## src/rtl/micro_seq_pkg.sv

```systemverilog
// Shared encodings for the micro-program sequencer: word field positions,
// microinstruction types, sequencer states and the branch-condition helper.
package micro_seq_pkg;

    localparam int unsigned TYPE_HI = 31;
    localparam int unsigned TYPE_LO = 29;
    localparam int unsigned INV_BIT = 28;
    localparam int unsigned SEL_HI  = 27;
    localparam int unsigned SEL_LO  = 24;
    localparam int unsigned TGT_LO  = 16;
    localparam int unsigned CTRL_LO = 0;

    localparam int unsigned BOOT_ADDR = 0;

    typedef enum logic [2:0] {
        UT_SEQ  = 3'd0,
        UT_JMP  = 3'd1,
        UT_BR   = 3'd2,
        UT_CALL = 3'd3,
        UT_RET  = 3'd4,
        UT_DISP = 3'd5,
        UT_HALT = 3'd6,
        UT_SEQ7 = 3'd7
    } utype_t;

    typedef enum logic [1:0] {
        ST_BOOT  = 2'd0,
        ST_RUN   = 2'd1,
        ST_WAITD = 2'd2,
        ST_HALT  = 2'd3
    } state_t;

    function automatic logic cond_taken(input logic [15:0] cond,
                                        input logic [3:0]  sel,
                                        input logic        inv);
        return cond[sel] ^ inv;
    endfunction

endpackage

```

## src/rtl/micro_ret_stack.sv

```systemverilog
// Circular LIFO of micro-subroutine return addresses; overflow overwrites the
// oldest entry, underflow returns 0, and either condition sets a sticky error.
module micro_ret_stack #(
    parameter int unsigned DEPTH = 4,
    parameter int unsigned WIDTH = 8
) (
    input  logic             clk,
    input  logic             rst,
    input  logic             push,
    input  logic             pop,
    input  logic [WIDTH-1:0] push_data,
    output logic [WIDTH-1:0] pop_data,
    output logic             err
);

    localparam int unsigned PTR_W = (DEPTH > 1) ? $clog2(DEPTH) : 1;

    logic [WIDTH-1:0] mem [DEPTH];
    logic [PTR_W-1:0] sp;
    logic [PTR_W:0]   count;
    logic             full;
    logic             empty;

    assign full     = (count == (PTR_W+1)'(DEPTH));
    assign empty    = (count == '0);
    assign pop_data = empty ? '0 : mem[sp - PTR_W'(1)];

    // With a power-of-two depth the write pointer wraps onto the oldest entry.
    always_ff @(posedge clk or posedge rst) begin
        if (rst) begin
            sp    <= '0;
            count <= '0;
            err   <= 1'b0;
            for (int unsigned i = 0; i < DEPTH; i++) begin
                mem[i] <= '0;
            end
        end else if (push) begin
            mem[sp] <= push_data;
            sp      <= sp + PTR_W'(1);
            if (full) begin
                err <= 1'b1;
            end else begin
                count <= count + (PTR_W+1)'(1);
            end
        end else if (pop) begin
            if (empty) begin
                err <= 1'b1;
            end else begin
                sp    <= sp - PTR_W'(1);
                count <= count - (PTR_W+1)'(1);
            end
        end
    end

endmodule

```

## src/rtl/micro_sequencer.sv

```systemverilog
// Zero-bubble micro-program sequencer: the main ROM port fetches fall-through or
// dispatch words, the speculative port fetches the MIR target, condition picks one.
module micro_sequencer #(
    parameter int unsigned UADDR_W = 8,
    parameter int unsigned UWORD_W = 32,
    parameter int unsigned CTRL_W  = 16,
    parameter int unsigned STACK_D = 4
) (
    input  logic               clk,
    input  logic               rst,
    output logic [UADDR_W-1:0] micro_code_addr_out,
    input  logic [UWORD_W-1:0] micro_code_data_in,
    output logic [UADDR_W-1:0] micro_code_spec_addr_out,
    input  logic [UWORD_W-1:0] micro_code_spec_data_in,
    input  logic [15:0]        cond_in,
    input  logic [UADDR_W-1:0] dispatch_addr_in,
    input  logic               instr_valid_in,
    output logic               instr_ready_out,
    input  logic               stall_in,
    input  logic               flush_in,
    input  logic [UADDR_W-1:0] flush_addr_in,
    output logic [CTRL_W-1:0]  ctrl_out,
    output logic               ctrl_valid_out,
    output logic [UADDR_W-1:0] upc_out,
    output logic               halted_out,
    output logic               stack_err_out
);

    import micro_seq_pkg::*;

    state_t             state, state_nxt;
    logic [UWORD_W-1:0] mir, mir_nxt;
    logic [UADDR_W-1:0] upc, upc_nxt;
    logic               valid, valid_nxt;
    logic               halted, halted_nxt;
    logic [UADDR_W-1:0] main_addr;
    logic [UADDR_W-1:0] upc_inc;
    logic [UADDR_W-1:0] tgt;
    logic [UADDR_W-1:0] pop_data;
    logic               push, pop, ready;
    logic               taken;
    utype_t             mtype;

    assign mtype   = utype_t'(mir[TYPE_HI:TYPE_LO]);
    assign tgt     = mir[TGT_LO +: UADDR_W];
    assign upc_inc = upc + UADDR_W'(1);
    assign taken   = cond_taken(cond_in, mir[SEL_HI:SEL_LO], mir[INV_BIT]);

    micro_ret_stack #(
        .DEPTH (STACK_D),
        .WIDTH (UADDR_W)
    ) u_stack (
        .clk       (clk),
        .rst       (rst),
        .push      (push),
        .pop       (pop),
        .push_data (upc_inc),
        .pop_data  (pop_data),
        .err       (stack_err_out)
    );

    always_comb begin
        state_nxt  = state;
        mir_nxt    = mir;
        upc_nxt    = upc;
        valid_nxt  = valid;
        halted_nxt = halted;
        main_addr  = upc_inc;
        push       = 1'b0;
        pop        = 1'b0;
        ready      = 1'b0;

        case (state)
            ST_BOOT: begin
                main_addr = UADDR_W'(BOOT_ADDR);
                if (!stall_in) begin
                    mir_nxt   = micro_code_data_in;
                    upc_nxt   = UADDR_W'(BOOT_ADDR);
                    valid_nxt = 1'b1;
                    state_nxt = ST_RUN;
                end
            end
            ST_RUN: begin
                if (mtype == UT_DISP) begin
                    main_addr = dispatch_addr_in;
                end else if (mtype == UT_RET) begin
                    main_addr = pop_data;
                end
                if (!stall_in) begin
                    case (mtype)
                        UT_JMP: begin
                            mir_nxt = micro_code_spec_data_in;
                            upc_nxt = tgt;
                        end
                        UT_BR: begin
                            mir_nxt = taken ? micro_code_spec_data_in : micro_code_data_in;
                            upc_nxt = taken ? tgt : main_addr;
                        end
                        UT_CALL: begin
                            push    = 1'b1;
                            mir_nxt = micro_code_spec_data_in;
                            upc_nxt = tgt;
                        end
                        UT_RET: begin
                            pop     = 1'b1;
                            mir_nxt = micro_code_data_in;
                            upc_nxt = main_addr;
                        end
                        UT_DISP: begin
                            if (instr_valid_in) begin
                                ready   = 1'b1;
                                mir_nxt = micro_code_data_in;
                                upc_nxt = main_addr;
                            end else begin
                                valid_nxt = 1'b0;
                                state_nxt = ST_WAITD;
                            end
                        end
                        UT_HALT: begin
                            valid_nxt  = 1'b0;
                            halted_nxt = 1'b1;
                            state_nxt  = ST_HALT;
                        end
                        default: begin
                            mir_nxt = micro_code_data_in;
                            upc_nxt = main_addr;
                        end
                    endcase
                end
            end
            ST_WAITD: begin
                main_addr = dispatch_addr_in;
                if (!stall_in && instr_valid_in) begin
                    ready     = 1'b1;
                    mir_nxt   = micro_code_data_in;
                    upc_nxt   = main_addr;
                    valid_nxt = 1'b1;
                    state_nxt = ST_RUN;
                end
            end
            default: ;
        endcase

        // Flush overrides everything decided above, including stall and stack ops.
        if (flush_in && (state == ST_RUN || state == ST_WAITD)) begin
            main_addr  = flush_addr_in;
            mir_nxt    = micro_code_data_in;
            upc_nxt    = flush_addr_in;
            valid_nxt  = 1'b1;
            halted_nxt = halted;
            state_nxt  = ST_RUN;
            push       = 1'b0;
            pop        = 1'b0;
            ready      = 1'b0;
        end
    end

    always_ff @(posedge clk or posedge rst) begin
        if (rst) begin
            state  <= ST_BOOT;
            mir    <= '0;
            upc    <= '0;
            valid  <= 1'b0;
            halted <= 1'b0;
        end else begin
            state  <= state_nxt;
            mir    <= mir_nxt;
            upc    <= upc_nxt;
            valid  <= valid_nxt;
            halted <= halted_nxt;
        end
    end

    assign micro_code_addr_out      = main_addr;
    assign micro_code_spec_addr_out = tgt;
    assign instr_ready_out          = ready;
    assign ctrl_out                 = valid ? mir[CTRL_LO +: CTRL_W] : '0;
    assign ctrl_valid_out           = valid;
    assign upc_out                  = upc;
    assign halted_out               = halted;

endmodule
```

## config.mk

```make
export PLATFORM = sky130hd
export DESIGN_NAME = micro_sequencer
export DESIGN_NICKNAME = d
export VERILOG_FILES = /design/src/rtl/micro_seq_pkg.sv /design/src/rtl/micro_ret_stack.sv /design/src/rtl/micro_sequencer.sv
export SDC_FILE = /design/constraint.sdc
export NUM_CORES = 1
export LEC_CHECK = 0
export CAP_MARGIN = 5
export CORE_ASPECT_RATIO = 1.25
export CORE_UTILIZATION = 53
export DETAILED_ROUTE_END_ITERATION = 8
export HOLD_SLACK_MARGIN = 0.1
export PLACE_DENSITY = 0.86
export SYNTH_ARGS = -nofsm -noshare
export SYNTH_HDL_FRONTEND = slang
export SYNTH_SLANG_ARGS = --single-unit
```

## constraint.sdc

```tcl
create_clock -name clk -period 8.04 [get_ports clk]
set_input_delay 1.206 -clock clk [delete_from_list [all_inputs] [get_ports clk]]
set_output_delay 1.206 -clock clk [all_outputs]
set_load 0.005 [all_outputs]
```

==> metrics.txt <==
outcome finished, final reports clean; initial standard-cell utilization of the core 0.553; internal power 1.57 mW; max_cap viols 0; Hold Path Class register to register; most common flop cell mapped by yosys dfrtp_1; Synth Cell Area 5400 sq um; most area-consuming cells after synthesis dfrtp_1 (38%), o221ai_2 (8.3%), inv_1 (5.4%); largest buffer count on any clock path 2; total setup violations reported at the end of the flow 0; Avg Inst Size Synth 9.16 sq um; cell taking the most area after synthesis dfrtp_1; Final GP Congestion 0.912; std cell rows 40; Layout Area Growth over Synthesis 30.4%; transition time at the pin with the least slew margin 1.09 ns; post-DR wirelength/cell 19.1 um; CP required 6.83 ns; clock tree root driver cell clkbuf_16; number of antenna violations at the first check in global routing 0; PwrDens 385 nW/um^2; # H-tree levels 3; number of global-route vias before repair 5,116; share of final-layout standard cells stronger than drive strength 1 0.104; startpoint of the most critical register-to-register path state[0]; instance count along the most critical hold path 1; Setup crit end kind output port; Setup TNS Final 0 ns; Synth Warn # 0; detailed-route via count 4,983; logic depth of the worst register-to-register path 10; Worst path slowest cell dfrtp_1; most frequent cells after synthesis dfrtp_1 (82), inv_1 (77), nand2_1 (62), nor2_1 (44), a21oi_1 (41); gate count after technology mapping 589; switching power total 1.14 mW; die area 10,600 sq um; worst setup slack before clock tree synthesis 3.54 ns; total I/O pin count 145; cells traversed along the worst timing path inv_1 -> ha_1 -> mux4_2 -> and3_1 -> a31oi_1 -> o21ai_0 -> a221o_1 -> a22o_1 -> clkdlybuf4s50_1; switching share of power 0.421; placeable core region 9760 sq um; worst setup path end micro_code_addr_out[7]; RSZ-0062 raised after global routing no; Leak Pwr 3.08 nW; shortest clock period the worst path allows after layout 4.89 ns; utilization after layout 0.721; clock sink count 82; crit path launch u_stack.sp[0]; number of register bits inferred by synthesis 82; fraction of registers with async set or reset after synthesis 1.00; post-DP HPWL 11,400 um; classification of the worst setup path register to output port; number of DRC violations after detailed routing 0; first-pass GRT wire length 25,300 um; Critical Path Fanout Max 12; Worst Setup Slack, final 3.15 ns; combinational group share of total power 0.541; Port-buffer cells 144; remaining global-route overflow 0; largest net degree at the start of global routing 83; Antenna Cells 0; antenna viol nets, final 0; most repeated cell in the gate-level netlist after synthesis dfrtp_1; CTS buffer count 9; FF-to-FF End u_stack.count[2]; kind of start point of the critical path register; Final period util 0.609; relative max-transition margin 0.274; CP peak stage delay 0.78 ns; Chip Width 92.3 um; clock network fraction of total power 0.153; TritonCTS clock tree yes; post-CTS sizing 0; global routing usage summed across all routing layers 0.310; proportion of power drawn by flip-flops and latches 0.306; post-CTS setup buffer count 0; clock-pin slew reported for the worst setup and hold paths after clock tree synthesis 0.06 ns; number of DRC violations after detailed-routing iteration 0 416; Fmax achieved 0.204 GHz; number of detailed-route iterations in the first pass 5; Post-CTS Hold Fix Bufs 0; number of hold violations in the final report 0; worst ir drop on vdd 0.227 mV; post-synthesis sequential area ratio 0.380; final-report max-slew violation count 0; setup skew after layout 0.00630 ns; height of the die 115 um; share of the synthesized area in the top cell type 0.380; critical path data arrival time 3.69 ns; via density per instance 6.00; net total in the final layout 810; count of cell types in the netlist 57; setup slack of the most critical reg-to-reg path 4.30 ns; wire length reported by the detailed router 15,800 um; clock latency at the later pin of the worst-skew pair 0.35 ns; number of synthesized flops with an enable pin 0; number of nets in the synthesized netlist 700
-- state kept, by name, indices dropped and copies added, names as in the netlist --
register / cells
u_stack.mem: 32
u_stack.err: 1
halted_out: 1
u_stack.count: 3
upc_out: 8
ctrl_valid_out: 1
u_stack.sp: 2
state: 2
mir: 32
-- power groups by stage --
stage	clock (mW)	sequential (mW)	combinational, mW
3_3_place_gp	0	0.813	1.40
4_1_cts	0.411	0.824	1.46
2_1_floorplan	0	0.709	1.08
3_5_place_dp	0	0.827	1.45
5_1_grt	0.432	0.854	1.58
6_report	0.415	0.829	1.47
-- worst min path at each step --
stage                      endpoint             from  slack (ns)
CTS                      halted_out       halted_out        0.47
detailed placement       halted_out       halted_out        0.46
global route             halted_out       halted_out        0.49
floorplan           u_stack.mem[24]  u_stack.mem[24]        0.44
global placement         halted_out       halted_out        0.45
finish                   halted_out       halted_out        0.46
-- routing by layer --
| metal | vias up | part of all wire | GRT usage |
|---|---|---|---|
| met5 | - | 0 | 0 |
| met4 | 0 | 0.033 | 0.141 |
| met3 | 50 | 0.076 | 0.0701 |
| met2 | 241 | 0.52 | 0.551 |
| met1 | 2421 | 0.37 | 0.357 |
| li1 | 2271 | - | - |
-- worst max-delay path: cells and delay by family (launching register included) --
family	cells	cell delay (ns)
AO/OA/AOI/OAI	4	0.76
flip-flops	1	0.78
buffers and inverters	2	0.59
AND/OR/NAND/NOR	1	0.19
multiplexers	1	0.37
adder cells (fa/ha/maj)	1	0.64
-- cells in the final DEF, fill, tap and decap left out, types with 14 or more instances in the layout --
| cell type | netlist | routed |
|---|---|---|
| o221ai_2 | 30 | 30 |
| clkdlybuf4s50_1 | 0 | 144 |
| dfrtp_1 | 82 | 82 |
| mux2i_1 | 15 | 15 |
| a21oi_1 | 41 | 41 |
| nor2_1 | 44 | 44 |
| and2_1 | 21 | 21 |
| nand2_1 | 62 | 62 |
| inv_1 | 77 | 76 |
| nand3_1 | 14 | 14 |
| o21ai_0 | 29 | 29 |
-- final cells by class --
type | instances | area (sq um)
multi-input combinational | 382 | 2790
fill | 722 | 2720
sequential | 82 | 2050
tap | 126 | 158
clock inverter | 6 | 57.6
inverter | 77 | 290
clock buffer | 10 | 229
timing repair buffer | 147 | 1460
-- metrics by stage --
| stage | power (mW) | instance area (sq um) | hold slack (ns) | std cells |
|---|---|---|---|---|
| finish | 2.71 | 7040 | 0.463 | 830 |
| global placement | 2.21 | 6750 | 0.449 | 814 |
| floorplan | 1.79 | 5400 | 0.445 | 589 |
| detailed placement | 2.27 | 6750 | 0.455 | 814 |
| CTS | 2.69 | 7040 | 0.466 | 830 |
| global route | 2.86 | 7040 | 0.488 | 830 |
-- cell families after synthesis --
family | Yosys count | synth area share
fa+ha+maj | 10 | 0.0246
compound gates | 155 | 0.235
xor+xnor | 10 | 0.0162
simple gates | 176 | 0.158
mux | 31 | 0.0821
buf+inv | 125 | 0.104
flops | 82 | 0.380
Note: power is estimated with default switching activity, not from simulation.
